==> src/rtl/instr_fetch_if.sv <==
// Bus between the instruction fetch unit, instruction memory and control/datapath.
// With IFETCH_PERF_EN defined the bus also carries the bubble/stall performance counters.
interface instr_fetch_if #(
    parameter int ADDR_WIDTH = 8
);
    logic                  i_stall;
    logic                  i_jump;
    logic [ADDR_WIDTH-1:0] i_jumpTarget;
    logic                  i_branch;
    logic                  i_zero;
    logic [ADDR_WIDTH-1:0] i_branchOffset;
    logic [ADDR_WIDTH-1:0] o_imemAddr;
    logic [15:0]           i_imemData;
    logic [15:0]           o_instrCode;
    logic                  o_instrValid;
    logic [ADDR_WIDTH-1:0] o_pc;
`ifdef IFETCH_PERF_EN
    logic [15:0]           o_bubbleCount;
    logic [15:0]           o_stallCount;

    modport master (
        input  i_stall, i_jump, i_jumpTarget, i_branch, i_zero, i_branchOffset, i_imemData,
        output o_imemAddr, o_instrCode, o_instrValid, o_pc, o_bubbleCount, o_stallCount
    );
    modport slave (
        output i_stall, i_jump, i_jumpTarget, i_branch, i_zero, i_branchOffset, i_imemData,
        input  o_imemAddr, o_instrCode, o_instrValid, o_pc, o_bubbleCount, o_stallCount
    );
`else
    modport master (
        input  i_stall, i_jump, i_jumpTarget, i_branch, i_zero, i_branchOffset, i_imemData,
        output o_imemAddr, o_instrCode, o_instrValid, o_pc
    );
    modport slave (
        output i_stall, i_jump, i_jumpTarget, i_branch, i_zero, i_branchOffset, i_imemData,
        input  o_imemAddr, o_instrCode, o_instrValid, o_pc
    );
`endif
endinterface

==> src/rtl/instr_fetch.sv <==
// Instruction fetch unit: sequential PC, jump/branch redirect with one bubble, stall hold.
// Optional macro IFETCH_PERF_EN adds saturating bubble and stall counters.
module instr_fetch #(
    parameter int ADDR_WIDTH = 8,
    parameter int RESET_PC   = 0
) (
    input  logic          i_clk,
    input  logic          i_rst,
    instr_fetch_if.master bus
);
    typedef enum logic [1:0] {
        BOOT  = 2'd0,
        RUN   = 2'd1,
        FLUSH = 2'd2
    } state_t;

    localparam logic [ADDR_WIDTH-1:0] PC_RESET = ADDR_WIDTH'(RESET_PC);
    localparam logic [ADDR_WIDTH-1:0] PC_ONE   = ADDR_WIDTH'(1);

    state_t                state;
    logic [ADDR_WIDTH-1:0] fetchPc;
    logic [ADDR_WIDTH-1:0] reqPc;

    logic                  running;
    logic                  redirect;
    logic [ADDR_WIDTH-1:0] target;

    assign running  = (state == RUN);
    assign redirect = bus.i_jump || (bus.i_branch && bus.i_zero);
    // Jump wins over a simultaneous taken branch; arithmetic wraps at the PC width.
    assign target   = bus.i_jump ? bus.i_jumpTarget : (reqPc + PC_ONE + bus.i_branchOffset);

    assign bus.o_instrValid = running;
    assign bus.o_instrCode  = running ? bus.i_imemData : 16'h0000;
    assign bus.o_pc         = reqPc;
    // During a stall the memory re-reads the held address so the instruction stays stable.
    assign bus.o_imemAddr   = (running && bus.i_stall) ? reqPc : fetchPc;

    always_ff @(posedge i_clk) begin
        if (i_rst) begin
            state   <= BOOT;
            fetchPc <= PC_RESET;
            reqPc   <= PC_RESET;
        end else begin
            case (state)
                RUN: begin
                    if (!bus.i_stall) begin
                        if (redirect) begin
                            fetchPc <= target;
                            state   <= FLUSH;
                        end else begin
                            reqPc   <= fetchPc;
                            fetchPc <= fetchPc + PC_ONE;
                        end
                    end
                end
                default: begin
                    reqPc   <= fetchPc;
                    fetchPc <= fetchPc + PC_ONE;
                    state   <= RUN;
                end
            endcase
        end
    end

`ifdef IFETCH_PERF_EN
    logic [15:0] bubbleCount;
    logic [15:0] stallCount;

    always_ff @(posedge i_clk) begin
        if (i_rst) begin
            bubbleCount <= 16'h0000;
            stallCount  <= 16'h0000;
        end else begin
            if (state == FLUSH && bubbleCount != 16'hFFFF) begin
                bubbleCount <= bubbleCount + 16'h0001;
            end
            if (running && bus.i_stall && stallCount != 16'hFFFF) begin
                stallCount <= stallCount + 16'h0001;
            end
        end
    end

    assign bus.o_bubbleCount = bubbleCount;
    assign bus.o_stallCount  = stallCount;
`endif
endmodule

==> src/flat_wrapper.sv <==
// flat-port wrapper written by rule: the top's interface ports become plain ports
module instr_fetch_flat 
#(
    parameter int ADDR_WIDTH = 8,
    parameter int RESET_PC   = 0
)
  (i_clk, i_rst, bus_i_stall, bus_i_jump, bus_i_jumpTarget, bus_i_branch, bus_i_zero, bus_i_branchOffset, bus_i_imemData, bus_o_imemAddr, bus_o_instrCode, bus_o_instrValid, bus_o_pc);
  instr_fetch_if #(.ADDR_WIDTH(ADDR_WIDTH)) bus_i ();
  input  logic i_clk;
  input  logic i_rst;
  input wire logic [$bits(bus_i.i_stall)-1:0] bus_i_stall;
  input wire logic [$bits(bus_i.i_jump)-1:0] bus_i_jump;
  input wire logic [$bits(bus_i.i_jumpTarget)-1:0] bus_i_jumpTarget;
  input wire logic [$bits(bus_i.i_branch)-1:0] bus_i_branch;
  input wire logic [$bits(bus_i.i_zero)-1:0] bus_i_zero;
  input wire logic [$bits(bus_i.i_branchOffset)-1:0] bus_i_branchOffset;
  input wire logic [$bits(bus_i.i_imemData)-1:0] bus_i_imemData;
  output wire logic [$bits(bus_i.o_imemAddr)-1:0] bus_o_imemAddr;
  output wire logic [$bits(bus_i.o_instrCode)-1:0] bus_o_instrCode;
  output wire logic [$bits(bus_i.o_instrValid)-1:0] bus_o_instrValid;
  output wire logic [$bits(bus_i.o_pc)-1:0] bus_o_pc;
  assign bus_i.i_stall = bus_i_stall;
  assign bus_i.i_jump = bus_i_jump;
  assign bus_i.i_jumpTarget = bus_i_jumpTarget;
  assign bus_i.i_branch = bus_i_branch;
  assign bus_i.i_zero = bus_i_zero;
  assign bus_i.i_branchOffset = bus_i_branchOffset;
  assign bus_i.i_imemData = bus_i_imemData;
  assign bus_o_imemAddr = bus_i.o_imemAddr;
  assign bus_o_instrCode = bus_i.o_instrCode;
  assign bus_o_instrValid = bus_i.o_instrValid;
  assign bus_o_pc = bus_i.o_pc;
  instr_fetch #(.ADDR_WIDTH(ADDR_WIDTH), .RESET_PC(RESET_PC)) u_core (.i_clk(i_clk), .i_rst(i_rst), .bus(bus_i));
endmodule
==> config.mk <==
export PLATFORM = sky130hd
export DESIGN_NAME = instr_fetch_flat
export DESIGN_NICKNAME = d
export VERILOG_FILES = /design/src/rtl/instr_fetch_if.sv /design/src/rtl/instr_fetch.sv /design/src/flat_wrapper.sv
export SDC_FILE = /design/constraint.sdc
export NUM_CORES = 1
export LEC_CHECK = 0
export ABC_AREA = 1
export ABC_CLOCK_PERIOD_IN_PS = 1700
export BUFFER_PORTS_ARGS = -buffer_cell sky130_fd_sc_hd__buf_2
export CAP_MARGIN = 20
export CORE_MARGIN = 3
export CORE_UTILIZATION = 35
export DETAILED_ROUTE_END_ITERATION = 7
export PLACE_DENSITY = 0.65
export SETUP_SLACK_MARGIN = 0.1
export SYNTH_ARGS = -nofsm -noshare
export SYNTH_HDL_FRONTEND = slang
export SYNTH_SLANG_ARGS = --single-unit
==> constraint.sdc <==
create_clock -name i_clk -period 1.7 [get_ports i_clk]
set_clock_uncertainty 0.2 [all_clocks]
set_input_delay 0.255 -clock i_clk [delete_from_list [all_inputs] [get_ports i_clk]]
set_output_delay 0.255 -clock i_clk [all_outputs]
set_load 0.03 [all_outputs]
==> run summary <==
register area - 378 um2
Cell Rows - 23
DR vias - 1987
diode count - 0
fin crit share - 110%
area share of the largest cell type after synthesis - 23.5%
Worst Tran Pin Value - 0.598 ns
Placed Cells - 363
sequential area share after synthesis - 23.5%
Post-CTS Hold Fix Bufs - 0
Setup WS pre-CTS - -0.149 ns
type of origin of the critical path - register
Slew Limit Fails - 0
Highest Clock Rate - 536 MHz
cells after synthesis - 238
Fin Hold WS - 0.100 ns
reg2reg start - u_core.bus.o_pc[0]$_SDFFE_PP0P_
hpwl dp - 3430 um
post-layout util - 72.5%
Top FF cell, synth - dfxtp_1
max-cap viol count - 0
Routed WL per cell - 14.5 um
Synth area leader - dfxtp_1
total wire length - 5680 um
syn_area_per_cell - 6.46 um2
Critical Path AT - 1.81 ns
hold_sp - i_rst
Final Hold Vio Count - 0
antenna violations before repair - 0
fin cells - 393
Starting Density - 37.3%
Final min period - 1.87 ns
root buffer cell - clkbuf_8
first-pass GRT wire length - 8050 um
outcome - complete, but fails checks
Post-synth ARST share - 0%
Hold EP - u_core.bus.o_pc[7]$_SDFFE_PP0P_
vias per cell - 5.06
clock sink count - 18
DRC errors left - 0
Rel. slew slack - 60.1%
initial DRC count - 102
# IOs - 71
layout cell share with drive strength beyond 1 - 60.1%
Setup WS post-layout - -0.167 ns
cts bufs inserted - 3
critical path fanouts, max - 2
multi-input logic area - 0.00143 mm2
GRT overflow - 0
LEAKAGE - 1.37 nW
Fill cells - 303
Port Buffer Count - 70
die width - 72.3 um
vias in the first global route - 1819
ranking of synthesized cells by area - dfxtp_1, nand2_1, inv_1, nor2_1, ha_1
Synth Net Count - 285
Worst Hold Depth - 2
Pre-antenna DRT Iters - 4
routability congestion estimate - 0.774
largest net degree at the start of global routing - 17
Synth-to-Final Area Change - 94.1%
EDFF count, synth - 0
Core ar. - 0.00412 mm2
Total GRT Usage - 18.8%
H-tree Lvls - 1
Reg2Reg Depth - 11
PwrDens - 644 mW/mm2
Setup TNS - -2.94 ns
clock slew at reported path FFs - 0.08 ns
CTS tree - built
Critical Path End Type - register
Max IR drop VDD - 324 uV
fin nets - 391
clk_lat worst skew - 0.26 ns
type of the worst min-delay path - input port to register
Die Area - 0.00522 mm2
chip height - 72.3 um
required time worst endpoint - 1.64 ns
Synth Cell Area - 0.00154 mm2
Commonest cells post-synth - nand2_1, inv_1, nor2_1
count leader, synth - nand2_1
endpoints failing setup - 31
Clock Path Buffers - 2
synthesis-stage register bit count - 18
Routed Antenna Nets - 0
RSZ-0062 raised after global routing - true
RR Endpoint - u_core.fetchPc[4]$_SDFFE_PP0N_
setup slack, reg-to-reg - -0.17 ns
Syn. warnings - 0
failing checks - negative setup slack
Cell variety after synth - 37
CP Class - register to register
[cells in the final DEF (no fill, tap or decap), types with 3 or more instances in the layout]
cell	synthesis	final
ha_4	0	7
clkbuf_8	0	3
nand2_2	1	11
dfxtp_1	18	8
o21ai_4	0	9
buf_12	0	3
o211ai_1	3	3
nand3_2	0	4
dfxtp_2	0	8
nand2_8	1	4
nand2_4	1	3
inv_1	41	39
a21oi_2	3	9
a21oi_1	16	10
buf_4	1	19
nor2_1	28	11
nand3_1	13	9
o21ai_1	2	3
buf_6	1	35
o21ai_2	0	5
inv_4	1	3
nand2_1	53	40
nand3b_1	3	3
nor2_4	0	16
buf_2	2	46
[power by group]
group | switching [mW] | total, mW | internal (mW)
logic | 0.581 | 1.07 | 0.490
registers | 0.0584 | 0.523 | 0.465
clock network | 0.160 | 0.327 | 0.167
total | 0.799 | 1.92 | 1.12
[critical path, stage by stage (launching register included)]
cell and delay [ns]:
dfxtp_4 0.37, inv_4 0.04, ha_4 0.16, fa_2 0.33, inv_2 0.07, nand2_2 0.06
nand2_2 0.06, nand2_1 0.06, xor2_1 0.15, nand2_1 0.08, o211ai_1 0.09, a21oi_1 0.08
[through the flow]
| step | area, um2 | total power, mW |
|---|---|---|
| 4_1_cts | 2560 | 1.72 |
| 3_3_place_gp | 2220 | 1.25 |
| 6_report | 2980 | 1.92 |
| 2_1_floorplan | 1780 | 1.06 |
| 5_1_grt | 2980 | 2.02 |
| 3_5_place_dp | 2220 | 1.26 |
[repair_timing]
item,CTS,global route
buffers inserted,9,14
pin swaps,15,19
gates cloned,1,2
endpoints found under the setup margin,30,37
resized for setup,60,71
[registers in the layout (all words and copies together), names as in the netlist]
name,flops
u_core.bus.o_pc,8
u_core.state,2
u_core.fetchPc,8
[routing by layer]
metal | global-route usage [%] | vias up | part of all wire [%] | wire, um
li1 | - | 964 | - | -
met1 | 24.2 | 908 | 40 | 2250
met2 | 33.4 | 98 | 50 | 2840
met3 | 1.94 | 17 | 7.7 | 436
met4 | 4.38 | 0 | 2.7 | 156
met5 | 0 | - | 0 | 0
[cells by family (layout without fill, tap and decap cells)]
family,count (synthesis),after routing,synth area share (%)
flip-flops,18,18,23.5
adder cells (fa/ha/maj),9,9,7.82
AND/OR/NAND/NOR,106,108,32.2
XOR/XNOR,4,4,2.28
buffers and inverters,53,156,15.1
AO/OA/AOI/OAI,48,48,19.2
[area by class of cell]
class | count | share of cell area (%)
multi-input cells | 169 | 48.1
repair buffers | 106 | 29.2
flip-flops and latches | 18 | 12.7
inverters | 46 | 6.38
well taps | 50 | 2.10
clock buffers | 4 | 1.51
[how the worst max path moves through the flow]
stage	end	from	slack [ns]	depth (start not counted)
floorplan	u_core.fetchPc[6]$_SDFFE_PP0N_	u_core.bus.o_pc[0]$_SDFFE_PP0P_	-0.11	13
global placement	u_core.fetchPc[6]$_SDFFE_PP0N_	bus_i_branchOffset[0]	-0.10	14
detailed placement	u_core.fetchPc[4]$_SDFFE_PP0N_	bus_i_branchOffset[0]	-0.15	12
CTS	u_core.fetchPc[4]$_SDFFE_PP0N_	u_core.bus.o_pc[0]$_SDFFE_PP0P_	-0.12	11
global route	u_core.fetchPc[6]$_SDFFE_PP0N_	u_core.bus.o_pc[0]$_SDFFE_PP0P_	-0.30	12
finish	u_core.fetchPc[4]$_SDFFE_PP0N_	u_core.bus.o_pc[0]$_SDFFE_PP0P_	-0.17	11
No activity file was read; power rests on OpenSTA's default activity.
